==> src/rtl/bcd_pkg.sv <==
// Shared BCD definitions used by both the BCD-to-binary and binary-to-BCD
// converters: digit geometry, word width helper and digit legality check.
package bcd_pkg;

  localparam int unsigned BCD_DIGIT_W   = 4;
  localparam int unsigned BCD_DIGIT_MAX = 9;

  // Width of a signed BCD word: one sign bit plus the packed digits.
  function automatic int unsigned bcd_word_w(input int unsigned digits);
    return BCD_DIGIT_W * digits + 1;
  endfunction

  // A BCD digit is illegal when it encodes a value above 9.
  function automatic logic bcd_digit_illegal(input logic [BCD_DIGIT_W-1:0] d);
    return d > BCD_DIGIT_W'(BCD_DIGIT_MAX);
  endfunction

endpackage

==> src/rtl/bcd_mac_stage.sv <==
// One Horner step of the BCD-to-binary conversion: acc_o_c = acc_i*10 + digit.
// Purely combinational; the top places pipeline registers between instances.
//
// Ports:
//   acc_i      ACC_W    accumulator from the previous stage
//   digit      4        BCD digit consumed by this stage
//   acc_o_c    ACC_W    updated accumulator (combinational)
//   illegal_c  1        digit is above 9 (combinational)
module bcd_mac_stage
  import bcd_pkg::*;
#(
  parameter int unsigned ACC_W = 14
) (
  input  logic [ACC_W-1:0]       acc_i,
  input  logic [BCD_DIGIT_W-1:0] digit,
  output logic [ACC_W-1:0]       acc_o_c,
  output logic                   illegal_c
);

  // Multiply by ten as x*8 + x*2 to keep the step adder-only.
  always_comb begin
    acc_o_c   = (acc_i << 3) + (acc_i << 1) + ACC_W'(digit);
    illegal_c = bcd_digit_illegal(digit);
  end

endmodule

==> src/rtl/bcd2bin.sv <==
// Pipelined signed-BCD to two's-complement converter. One word per clock,
// fixed latency of DIGITS+1 edges from bcd capture to registered result.
//
// Ports:
//   clk      1             clock, rising edge
//   rstn     1             asynchronous active-low reset
//   bcd      4*DIGITS+1    {sign, MSD .. LSD}; sign=1 means negative
//   bcd_vid  1             bcd valid this cycle
//   bin      BIN_W         two's-complement result, 0 when bin_vid=0
//   bin_vid  1             result valid
//   ovf      1             magnitude out of range (qualified by bin_vid)
//   err      1             some digit above 9 (qualified by bin_vid)
//
// Build option:
//   BCD2BIN_SAT_EN  when defined, overflowing results saturate to the
//                   nearest representable extreme; otherwise they wrap.
module bcd2bin
  import bcd_pkg::*;
#(
  parameter int unsigned DIGITS = 4,
  parameter int unsigned BIN_W  = 11
) (
  input  logic                            clk,
  input  logic                            rstn,
  input  logic [bcd_word_w(DIGITS)-1:0]   bcd,
  input  logic                            bcd_vid,
  output logic [BIN_W-1:0]                bin,
  output logic                            bin_vid,
  output logic                            ovf,
  output logic                            err
);

  localparam int unsigned WORD_W   = bcd_word_w(DIGITS);
  localparam int unsigned DIG_BITS = BCD_DIGIT_W * DIGITS;
  localparam int unsigned ACC_W    = $clog2(10 ** DIGITS);
  // Comparison width wide enough for both the accumulator and the limits.
  localparam int unsigned CMP_W    = ((ACC_W > BIN_W) ? ACC_W : BIN_W) + 1;

  localparam logic [CMP_W-1:0] POS_LIM = CMP_W'((2 ** (BIN_W - 1)) - 1);
  localparam logic [CMP_W-1:0] NEG_LIM = CMP_W'(2 ** (BIN_W - 1));

  // Per-stage sideband: index 0 is the capture stage, DIGITS the last MAC.
  logic [DIGITS:0]       vid_q;
  logic [DIGITS:0]       sign_q;
  logic [DIGITS:0]       err_q;
  logic [DIG_BITS-1:0]   dig_q [DIGITS];
  logic [ACC_W-1:0]      acc_q [1:DIGITS];

  logic [ACC_W-1:0]      mac_acc_c [1:DIGITS];
  logic [DIGITS:1]       mac_ill_c;
  logic                  err_s0_c;

  // Illegal-digit detection on the incoming word.
  always_comb begin
    err_s0_c = 1'b0;
    for (int i = 0; i < int'(DIGITS); i++) begin
      err_s0_c = err_s0_c | bcd_digit_illegal(bcd[BCD_DIGIT_W*i +: BCD_DIGIT_W]);
    end
  end

  // Horner stages: stage k folds in digit index DIGITS-k (MSD first).
  for (genvar k = 1; k <= int'(DIGITS); k++) begin : g_stage
    logic [ACC_W-1:0] acc_in;

    if (k == 1) begin : g_first
      assign acc_in = '0;
    end else begin : g_next
      assign acc_in = acc_q[k-1];
    end

    bcd_mac_stage #(
      .ACC_W (ACC_W)
    ) u_mac (
      .acc_i     (acc_in),
      .digit     (dig_q[k-1][BCD_DIGIT_W*(int'(DIGITS)-k) +: BCD_DIGIT_W]),
      .acc_o_c   (mac_acc_c[k]),
      .illegal_c (mac_ill_c[k])
    );
  end

  // Pipeline registers: capture stage plus one register per MAC stage.
  always_ff @(posedge clk or negedge rstn) begin
    if (!rstn) begin
      vid_q  <= '0;
      sign_q <= '0;
      err_q  <= '0;
      for (int k = 0; k < int'(DIGITS); k++) begin
        dig_q[k] <= '0;
      end
      for (int k = 1; k <= int'(DIGITS); k++) begin
        acc_q[k] <= '0;
      end
    end else begin
      vid_q    <= {vid_q[DIGITS-1:0], bcd_vid};
      sign_q   <= {sign_q[DIGITS-1:0], bcd[WORD_W-1]};
      err_q[0] <= err_s0_c;
      dig_q[0] <= bcd[DIG_BITS-1:0];
      for (int k = 1; k < int'(DIGITS); k++) begin
        dig_q[k] <= dig_q[k-1];
      end
      for (int k = 1; k <= int'(DIGITS); k++) begin
        acc_q[k] <= mac_acc_c[k];
        err_q[k] <= err_q[k-1] | mac_ill_c[k];
      end
    end
  end

  logic [CMP_W-1:0]  acc_ext;
  logic [CMP_W-1:0]  mag_c;
  logic              ovf_c;
  logic [BIN_W-1:0]  bin_d;
  logic              vid_d;
  logic              ovf_d;
  logic              err_d;

  // Output stage: range check, sign application and invalid-slot zeroing.
  always_comb begin
    acc_ext = CMP_W'(acc_q[DIGITS]);
    mag_c   = sign_q[DIGITS] ? (~acc_ext + CMP_W'(1)) : acc_ext;
    ovf_c   = sign_q[DIGITS] ? (acc_ext > NEG_LIM) : (acc_ext > POS_LIM);

    bin_d = '0;
    vid_d = vid_q[DIGITS];
    ovf_d = 1'b0;
    err_d = 1'b0;

    if (vid_q[DIGITS]) begin
      if (err_q[DIGITS]) begin
        err_d = 1'b1;
      end else if (ovf_c) begin
        ovf_d = 1'b1;
`ifdef BCD2BIN_SAT_EN
        bin_d = sign_q[DIGITS] ? {1'b1, {(BIN_W-1){1'b0}}}
                               : {1'b0, {(BIN_W-1){1'b1}}};
`else
        bin_d = BIN_W'(mag_c);
`endif
      end else begin
        bin_d = BIN_W'(mag_c);
      end
    end
  end

  // Registered outputs.
  always_ff @(posedge clk or negedge rstn) begin
    if (!rstn) begin
      bin     <= '0;
      bin_vid <= 1'b0;
      ovf     <= 1'b0;
      err     <= 1'b0;
    end else begin
      bin     <= bin_d;
      bin_vid <= vid_d;
      ovf     <= ovf_d;
      err     <= err_d;
    end
  end

endmodule

==> config.mk <==
export PLATFORM = sky130hd
export DESIGN_NAME = bcd2bin
export DESIGN_NICKNAME = d
export VERILOG_FILES = /design/src/rtl/bcd_pkg.sv /design/src/rtl/bcd_mac_stage.sv /design/src/rtl/bcd2bin.sv
export SDC_FILE = /design/constraint.sdc
export NUM_CORES = 1
export LEC_CHECK = 0
export CAP_MARGIN = 15
export CORE_UTILIZATION = 61
export CTS_CLUSTER_DIAMETER = 150
export DETAILED_ROUTE_END_ITERATION = 10
export GPL_ROUTABILITY_DRIVEN = 0
export GPL_TIMING_DRIVEN = 0
export PLACE_DENSITY = 0.78
export SYNTH_ARGS = -nofsm -noshare
export SYNTH_HDL_FRONTEND = slang
export SYNTH_HIERARCHICAL = 1
export SYNTH_SLANG_ARGS = --single-unit
==> constraint.sdc <==
create_clock -name clk -period 2.9 [get_ports clk]
set_input_delay 0.58 -clock clk [delete_from_list [all_inputs] [get_ports clk]]
set_output_delay 0.58 -clock clk [all_outputs]
set_load 0.05 [all_outputs]
# ---- After elaboration in Yosys (flattened, before gate mapping)
# Index checks and enable logic that the tools add are counted.
dict set report op_classes {
  add_sub_neg 7
  muxes 9
  order_cmp 10
  bitwise 8
}
# op n
set op_table {}
lappend op_table {{$mux W11} 3}
lappend op_table {{$gt A4 B4 Y1 const B} 8}
lappend op_table {{$add A14 B14 Y14} 1}
lappend op_table {{$add A14 B4 Y14} 1}
lappend op_table {{$gt A14 B10 Y1 const B} 1}
lappend op_table {{$gt A14 B11 Y1 const B} 1}
lappend op_table {{$add A12 B10 Y13} 1}
lappend op_table {{$add A13 B4 Y13} 1}
lappend op_table {{$add A11 B1 Y11 const B} 1}
lappend op_table {{$not A11 Y11} 1}
lappend op_table {{$add A8 B4 Y9} 1}
lappend op_table {{$add A7 B5 Y8} 1}
lappend op_table {{$or A1 B1 Y1} 7}
lappend op_table {{$mux W1} 6}
dict set report word_totals {
  regBits 109
  elab_cells 49
}

# ---- Longest topological paths before layout
# Gate-level depths: netlist (run 1).
dict set report logic_depth {
  depth_word 5
  ltp_mapped 9
  mapped_depth_nobuf 9
}

# ---- Cells and area by module
# Netlist (run 1), hierarchy kept.
# module seq_area_each_um2 cells_each area_each_um2 instances
set by_module_without_submodules {}
lappend by_module_without_submodules {bcd2bin 3128.0 199 3599.7 1}
lappend by_module_without_submodules {{bcd_mac_stage (g_stage[2].u_mac ...)} 0.0 77 665.6 2}
lappend by_module_without_submodules {{bcd_mac_stage (g_stage[1].u_mac ...)} 0.0 77 663.1 2}

# ---- Worst setup path before layout (run 1)
# No wires, ideal clock.
dict set report synth_path {
  path_kind {register to register}
  startpoint {reg acc_q (netlist bit g_stage[4].acc_in[0])}
  endpoint {reg acc_q (netlist bit acc_ext[12])}
  setup_slack_ns 0.688
  arrival_ns 2.132
  stages_incl_launch_ff 10
  setup_time_ns 0.080
  path_buffers 0
  period_less_slack_ns 2.212
  cell_sequence {dfrtp_1 inv_1 fa_1 inv_1 fa_1 a21o_1 nand4_1 nand3_1 a211oi_1 xnor2_1}
}
# item line_no
set synth_lines {}
lappend synth_lines {{from (decl)} bcd2bin.sv:47} ;# logic [ACC_W-1:0] acc_q [1:DIGITS];
lappend synth_lines {{from (signal, indexed assignment)} bcd2bin.sv:102} ;# acc_q[k] <= mac_acc_c[k];

==> run_results.csv, run 1 <==
group,metric,value,unit
global_routing,antenna_found_initial,0,
die,core-area,9240,sq um
power,power.static_leakage,3.41,nW
cells_and_area,antennaDiodeCount,0,
drt,drtAntennaViolNets,0,
timing,worst_slack,0.497,ns
die,rows,35,
worst_setup_path,worstPathCellList,"inv_1 > fa_1 > inv_1 > fa_1 > a21o_1 > nand4_1 > nand3_1 > a211oi_1 > xnor2_1",
drt,wl_per_cell,13.0,um
die,die_x,99.4,um
worst_setup_path,slowest_stage,"fa_1",
drt,first_pass_iters,4,
cells_and_area,synthToLayoutAreaGrowth,20.2,%
worst_setup_path,crit_buf_inv,2,
die,die_h,99.4,um
clock_tree,cts_tree,"yes",
global_routing,grt.total_usage,0.204,
global_routing,grt_pass1_vias,3676,
drt,vias_per_cell,5.27,
run_status,status,"finished, final reports clean",
clock_tree,clk_pin_slew_worst_paths,0.07,ns
timing,period_minus_slack,2.40,ns
timing,rsz0062_at_grt,"false",
drt,routed_wirelength,8760,um
timing,max_slew_margin,0.663,
placement,io_buffer_count,33,
power,p_per_area,1070,nW/um^2
timing,hold_slack,0.0383,ns
timing,fmax,416,MHz
cells_and_area,design_area,6960,sq um
drt,drt-initial-drc-count,54,
worst_setup_path,cp_max_fo,2,
yosys,avgSynthCellArea,12.5,sq um
yosys,yosysWarningCount,6,
clock_tree,htreeDepth,4,
clock_tree,cts_setup_buffers,0,
clock_tree,ctsHoldBuffers,0,
power,swShare,0.366,
worst_setup_path,path_class,"reg -> reg",
global_routing,overflow,0,
worst_setup_path,cp-end-kind,"flop",
timing,skew,0.00849,ns
timing,worstMarginPinSlew,0.506,ns
cells_and_area,drive_gt1_frac,0.116,
power,pwr-share-comb,0.422,
worst_setup_path,critPathLaunchType,"flop",
die,start_util,0.627,
cells_and_area,layout.nets,643,
power,internal_power,4.74,mW
power,design_power_total,7.47,mW
timing,fin_crit_sh,0.829,
clock_tree,cts_sinks,119,
worst_setup_path,cpLargestDelayFamily,"adder cells",
power,switching_power,2.73,mW
job,cap_violations,0,
worst_setup_path,arrival,2.84,ns
yosys,syn_area,5790,sq um
worst_setup_path,ff2ff_setup_slack,0.50,ns
clock_tree,cts-buffers-inserted,17,
yosys,syn-instance-count,462,
power,p_clk_frac,0.278,
clock_tree,cts_root_buf,"clkbuf_8",
power,pwr-share-seq,0.301,
timing,hold_violations,0,
drt,drc,0,
timing,setup_viol,0,
worst_setup_path,crit_required,3.33,ns
drt,vias,3553,
placement,pre_cts_slack,0.502,ns
die,dieArea,9890,sq um
timing,drv_slew,0,
power,ir_drop,0.000521,V
placement,dpl_cell_area,6370,sq um
global_routing,grt_start_max_net_pins,81,
clock_tree,cts_max_path_buffers,2,
placement,hpwl,6200,um
min_path,hp-class,"in -> async",
global_routing,grt_pass1_wl,15700,um
clock_tree,cts-resized-gates,0,
worst_setup_path,slowest_delay,0.53,ns
cells_and_area,fill_cells,601,
die,top_level_ports,34,
clock_tree,worstSkewPairLatency,0.51,ns
==> path summary, 6_finish.rpt <==
kind,cells after the start,start,to
setup reg to reg,9,g_stage[4].acc_in[0],acc_ext[12]
hold / removal,1,rstn,bin_vid
min in group clk,0,vid_q[3],vid_q[4]
max in group asynchronous,2,rstn,g_stage[2].acc_in[4]
hold reg to reg,0,vid_q[3],vid_q[4]
setup / recovery,9,g_stage[4].acc_in[0],acc_ext[12]
==> final cells by class <==
type	count	area [sq um]	share of cell area
Inverter	31	116	0.0167
Buffer	12	91.3	0.0131
Clock buffer	17	414	0.0595
Sequential cell	119	2980	0.428
Timing Repair Buffer	34	355	0.0510
Tap cell	129	161	0.0232
Multi-Input combinational cell	317	2670	0.383
Clock inverter	15	178	0.0255
==> routing by layer <==
metal,wire length [um],track usage
met5,0,0
met4,113,0.0894
met3,280,0.0576
met2,4680,0.369
met1,3680,0.224
==> sequential cells by signal, indices dropped and copies added, names as in the netlist <==
name and count:
g_stage.acc_in 36, bin 11, err_q 5, acc_ext 14, bin_vid 1, vid_q 5
ovf 1, sign_q 5, dig_q 40, err 1
==> power groups by stage <==
stage | combinational (mW) | sequential (mW) | clock, mW
after floorplan | 2.55 | 2.22 | 0
after global placement | 2.99 | 2.27 | 0
after detailed placement | 3.10 | 2.28 | 0
after CTS | 3.14 | 2.25 | 2.12
after global routing | 3.54 | 2.29 | 2.19
final | 3.15 | 2.25 | 2.07
==> placed cells by master, fill, tap and decap left out, drive strengths merged, types with 5 or more instances in the layout <==
cell and instances:
nand2 8, a31oi 9, nor2 17, a21oi 28, o21ai 19, clkdlybuf4s50 32
fa 8, buf 11, ha 83, conb 18, a211o 5, dfrtp 119
xnor2 16, nand3 22, clkbuf 20, xor2 18, inv 42, nand4 5
nand2b 8
==> through the flow <==
| stage | TNS, ns | instances | util |
|---|---|---|---|
| after global placement | -346.20 | 641 | 0.687 |
| final | 0 | 674 | 0.754 |
| after detailed placement | 0 | 642 | 0.690 |
| after CTS | 0 | 674 | 0.754 |
| after floorplan | 0 | 479 | - |
| after global routing | 0 | 674 | 0.754 |
(Power assumes the default switching activity.)
==> run 2: changes to the inputs <==
Settings changed: CORE_UTILIZATION 61 to 55, PLACE_DENSITY 0.78 to 0.74.
Clock period 2.9 ns to 2.1 ns, I/O delays scaled along.
==> run 2 against run 1 <==
  * The flow now finishes with violations (setup timing)
  * Fmax rose by 7.7%
  * Die area increased by 11%
  * Utilization is 4.9 points lower
  * Register-to-register slack got worse by 0.63 ns
  * Sequential cell count stayed put
  * Combinational power is 57% higher
  * Design area is 4.0% higher
  * Total power rose by 42%
  * Critical path type unchanged
==> run_results.csv, run 2 (same netlist as run 1, synthesis figures left out) <==
group,metric,value,unit
run_status,status,"finished with violations",
run_status,violations,"setup timing",
clock_tree,cts-buffers-inserted,17,
worst_setup_path,crit_top_cell,"inv_2",
power,p_per_area,1470,nW/um^2
worst_setup_path,slowest_delay,0.55,ns
cells_and_area,largest_reg_flops,40,
timing,drv_slew,0,
die,start_util,0.564,
clock_tree,cts_tree,"yes",
worst_setup_path,rr_startpoint,"g_stage[3].acc_in[2]",
clock_tree,cts_root_buf,"clkbuf_8",
cells_and_area,regMostFlops,"dig_q",
drt,vias_per_cell,5.18,
timing,hold_slack,0.340,ns
die,top_level_ports,34,
timing,max_slew_margin,0.505,
worst_setup_path,r2r_end,"g_stage[4].acc_in[12]",
worst_setup_path,worstPathCellList,"inv_2 > fa_1 > inv_2 > fa_2 > a21o_1 > nand4_1 > nand3_2 > a211oi_2 > xnor2_1",
timing,fin_crit_sh,1.06,
cells_and_area,drive_gt1_frac,0.202,
timing,skew,0.00541,ns
die,dieArea,10900,sq um
drt,drt-initial-drc-count,105,
power,ir_drop,0.000628,V
clock_tree,clk_pin_slew_worst_paths,0.06,ns
timing,period_minus_slack,2.23,ns
drt,routed_wirelength,9130,um
cells_and_area,layout_common_cells,"dfrtp_1 (119), ha_1 (74), clkdlybuf4s50_1 (30)",
cells_and_area,synthToLayoutAreaGrowth,25.1,%
worst_setup_path,path_class,"reg -> reg",
drt,drtAntennaViolNets,0,
cells_and_area,fin_util,0.705,
worst_setup_path,crit_required,2.48,ns
worst_setup_path,arrival,2.61,ns
global_routing,grt_start_max_net_pins,62,
worst_setup_path,ff2ff_setup_slack,-0.13,ns
placement,hpwl,6260,um
global_routing,grt.total_usage,0.186,
timing,fmax,448,MHz
timing,worst_slack,-0.132,ns
die,rows,37,
timing,hold_violations,0,
min_path,hp-class,"reg -> reg",
global_routing,grt_pass1_vias,3758,
worst_setup_path,cp-end-kind,"flop",
cells_and_area,layout.nets,662,
worst_setup_path,critPathLaunchType,"flop",
worst_setup_path,slowest_stage,"fa_1",
min_path,holdPathStages,0,
drt,wl_per_cell,13.0,um
die,die_x,105,um
die,die_h,105,um
cells_and_area,fill_cells,708,
drt,first_pass_iters,4,
clock_tree,cts_sinks,119,
timing,setup_viol,8,
placement,io_buffer_count,33,
die,core-area,10300,sq um
min_path,hold_end,"vid_q[3]",
job,cap_violations,0,
cells_and_area,antennaDiodeCount,0,
clock_tree,htreeDepth,4,
global_routing,grt_pass1_wl,15900,um
cells_and_area,mostFrequentLayoutCell,"dfrtp_1",
worst_setup_path,r2r_cells,9,
clock_tree,cts_max_path_buffers,2,
timing,rsz0062_at_grt,"true",
drt,vias,3623,
drt,drc,0,
min_path,min-delay-start,"vid_q[2]",
clock_tree,worstSkewPairLatency,0.51,ns
global_routing,antenna_found_initial,0,
placement,pre_cts_slack,-0.189,ns
global_routing,overflow,0,
placement,dp.cells,649,
cells_and_area,finalNonFillerCells,700,
worst_setup_path,cp_max_fo,2,
power,power.static_leakage,3.51,nW
timing,worstMarginPinSlew,0.742,ns
## run 2: how the worst max path moves through the flow
stage / from / to / slack [ns] / cells after the start
global placement: rstn / g_stage[2].acc_in[10] / -3.56 / 1
finish: g_stage[3].acc_in[2] / g_stage[4].acc_in[12] / -0.13 / 9
detailed placement: g_stage[3].acc_in[0] / g_stage[4].acc_in[12] / -0.19 / 9
floorplan: g_stage[3].acc_in[0] / g_stage[4].acc_in[12] / -0.03 / 9
global route: g_stage[3].acc_in[2] / g_stage[4].acc_in[12] / -0.22 / 9
CTS: g_stage[3].acc_in[2] / g_stage[4].acc_in[12] / -0.10 / 9
## run 2: where the power goes
| group | internal, mW | total [mW] | switching (mW) |
|---|---|---|---|
| clock network | 1.63 | 2.59 | 0.965 |
| logic | 2.34 | 4.95 | 2.60 |
| registers | 2.81 | 3.10 | 0.291 |
| total | 6.78 | 10.6 | 3.86 |
## run 2: layer usage
layer,share of wire,wire [um],track usage
met2,0.56,5120,0.351
met4,0.020,185,0.0795
met5,0,0,0
met3,0.026,238,0.0468
met1,0.39,3590,0.194
## run 2: per-stage QoR
stage	setup TNS [ns]	area (sq um)	power (mW)
4_1_cts	-0.341	7100	10.3
3_5_place_dp	-1.28	6410	7.50
5_1_grt	-1.41	7240	11.4
2_1_floorplan	-0.0336	5890	6.67
3_3_place_gp	-423.99	6390	7.34
6_report	-0.528	7240	10.6
## run 2: worst max-delay path, delay by kind of cell (launching register included)
kind,cells,cell delay (ns)
adders and majority gates,2,0.89
and+or+nand+nor,2,0.23
DFF,1,0.36
xor gates and xnor gates,1,0.09
AOI/OAI and AO/OA,2,0.44
buffers and inverters,2,0.10
## run 2: final cells by class
cell class              count  area, sq um  share of cell area
flip-flops and latches    119         2980               0.411
multi-input cells         317         2830               0.390
repair buffers             53          513              0.0708
clock buffers              22          453              0.0625
well taps                 136          170              0.0235
inverters                  31          116              0.0161
clock inverters            10         95.1              0.0131
plain buffers              12         91.3              0.0126
## run 2: what timing repair did
item | in CTS | in global routing
resized for setup | 15 | 21
setup endpoints to repair | 15 | 16
buffers inserted | 10 | 8
pin swaps | 29 | 13
cloned | 0 | 0
hold endpoints to repair | 36 | 0
hold buffers | 1 | 0
==> run 3: changes to the inputs <==
Settings changed: CELL_PAD_IN_SITES_DETAIL_PLACEMENT set to 1, CELL_PAD_IN_SITES_GLOBAL_PLACEMENT set to 1, CORE_UTILIZATION 55 to 45, CTS_CLUSTER_DIAMETER 150 to unset.
==> run 3 against run 2 <==
  * The flow still finishes with violations (setup timing)
  * Clock skew up 0.0037 ns
  * Die area up 22%
  * Via count up 5.4%
  * Count of clock-buffer cells in the layout down 3
  * Total power up 12%
  * First-iteration DRC count up 38%
==> run_results.csv, run 3 (same netlist as run 1, synthesis figures left out) <==
group,metric,value,unit
run_status,status,"finished with violations",
run_status,violations,"setup timing",
placement,io_buffer_count,33,
cells_and_area,regMostFlops,"dig_q",
worst_setup_path,critPathLaunchType,"flop",
worst_setup_path,cp_max_fo,2,
cells_and_area,design_area,7490,sq um
drt,drc,0,
timing,fmax,438,MHz
cells_and_area,synthToLayoutAreaGrowth,29.4,%
clock_tree,clk_pin_slew_worst_paths,0.06,ns
drt,wl_per_cell,17.3,um
worst_setup_path,crit_top_cell,"inv_2",
timing,period_minus_slack,2.28,ns
timing,hold_violations,0,
placement,pre_cts_slack,-0.208,ns
worst_setup_path,slowest_stage,"fa_1",
die,rows,41,
worst_setup_path,cpLargestDelayFamily,"adder cells",
worst_setup_path,path_class,"reg -> reg",
global_routing,grt.total_usage,0.194,
global_routing,grt_start_max_net_pins,65,
timing,hold_slack,0.0963,ns
power,power.static_leakage,3.54,nW
drt,drtAntennaViolNets,0,
placement,dpl_cell_area,6460,sq um
clock_tree,ctsHoldBuffers,0,
min_path,hp-class,"in -> async",
cells_and_area,mostFrequentLayoutCell,"dfrtp_1",
timing,drv_slew,0,
clock_tree,cts_root_buf,"clkbuf_16",
clock_tree,worstSkewPairLatency,0.42,ns
drt,first_pass_iters,4,
timing,setup_viol,16,
clock_tree,cts_sinks,119,
clock_tree,cts-buffers-inserted,17,
cells_and_area,layout.nets,667,
worst_setup_path,crit_required,2.43,ns
worst_setup_path,worstPathCellList,"inv_2 > fa_1 > inv_2 > fa_2 > a21o_1 > nand4_1 > nand3_2 > a211oi_2 > xnor2_1",
worst_setup_path,crit_buf_inv,2,
die,top_level_ports,34,
power,ir_drop,0.000913,V
drt,vias,3818,
drt,vias_per_cell,5.15,
timing,max_slew_margin,0.465,
die,start_util,0.461,
worst_setup_path,slowest_delay,0.53,ns
global_routing,overflow,0,
worst_setup_path,rr_startpoint,"g_stage[3].acc_in[0]",
cells_and_area,layout_common_cells,"dfrtp_1 (119), ha_1 (72), clkdlybuf4s50_1 (32)",
job,cap_violations,0,
die,die_h,115,um
power,design_power_total,11.9,mW
worst_setup_path,cp-end-kind,"flop",
clock_tree,htreeDepth,4,
drt,drt-initial-drc-count,145,
worst_setup_path,r2r_cells,9,
cells_and_area,drive_gt1_frac,0.227,
global_routing,antenna_found_initial,0,
cells_and_area,largest_reg_flops,40,
worst_setup_path,arrival,2.62,ns
cells_and_area,fin_util,0.596,
clock_tree,cts_tree,"yes",
timing,fin_crit_sh,1.09,
placement,hpwl,7670,um
power,p_per_area,1590,nW/um^2
worst_setup_path,crit_start,"g_stage[3].acc_in[0]",
global_routing,grt_pass1_vias,4183,
cells_and_area,antennaDiodeCount,0,
die,die_x,115,um
clock_tree,cts_max_path_buffers,2,
timing,worstMarginPinSlew,0.803,ns
timing,worst_slack,-0.184,ns
die,core-area,12600,sq um
timing,skew,0.00912,ns
worst_setup_path,critical_path_depth,9,
drt,routed_wirelength,12800,um
timing,rsz0062_at_grt,"true",
global_routing,grt_pass1_wl,19500,um
die,dieArea,13300,sq um
-- run 3: path summary, 6_finish.rpt --
kind / to / slack [ns]
max: g_stage[4].acc_in[12] / -0.18
max in group asynchronous: g_stage[2].acc_in[6] / 1.25
max reg2reg: g_stage[4].acc_in[12] / -0.18
min in group clk: dig_q[43] / 0.35
min reg2reg: dig_q[43] / 0.35
min: bin[2] / 0.1
-- run 3: area by class of cell --
type                            count  area, sq um
Fill cell                        1249         5080
Sequential cell                   119         2980
Multi-Input combinational cell    317         2960
Timing Repair Buffer               58          543
Clock buffer                       19          453
Tap cell                          172          215
Clock inverter                     13          135
Inverter                           31          116
Buffer                             12         91.3
-- run 3: report_power, final --
group	leakage [nW]	internal, mW	switching, mW
combinational	1.85	2.72	3.17
sequential	1.40	2.81	0.319
clock	0.283	1.72	1.14
-- run 3: metrics by stage --
stage                     setup TNS [ns]  instances
after global placement           -441.45        684
after CTS                         -0.565        726
after global routing               -3.12        741
final                              -1.76        741
after floorplan                  -0.0336        479
after detailed placement           -1.61        685
-- run 3: layer usage --
| layer | vias to the layer above | share of wire | GRT usage |
|---|---|---|---|
| li1 | 1797 | - | - |
| met1 | 1939 | 0.38 | 0.197 |
| met2 | 60 | 0.57 | 0.372 |
| met3 | 22 | 0.024 | 0.0439 |
| met4 | 0 | 0.023 | 0.0970 |
| met5 | - | 0 | 0 |
-- run 3: repair_timing --
| item | 4_1_cts | 5_1_grt |
|---|---|---|
| resized for setup | 22 | 28 |
| buffers inserted | 9 | 15 |
| pin swaps | 31 | 18 |
| endpoints found under the setup margin | 17 | 16 |
| cloned | 0 | 0 |
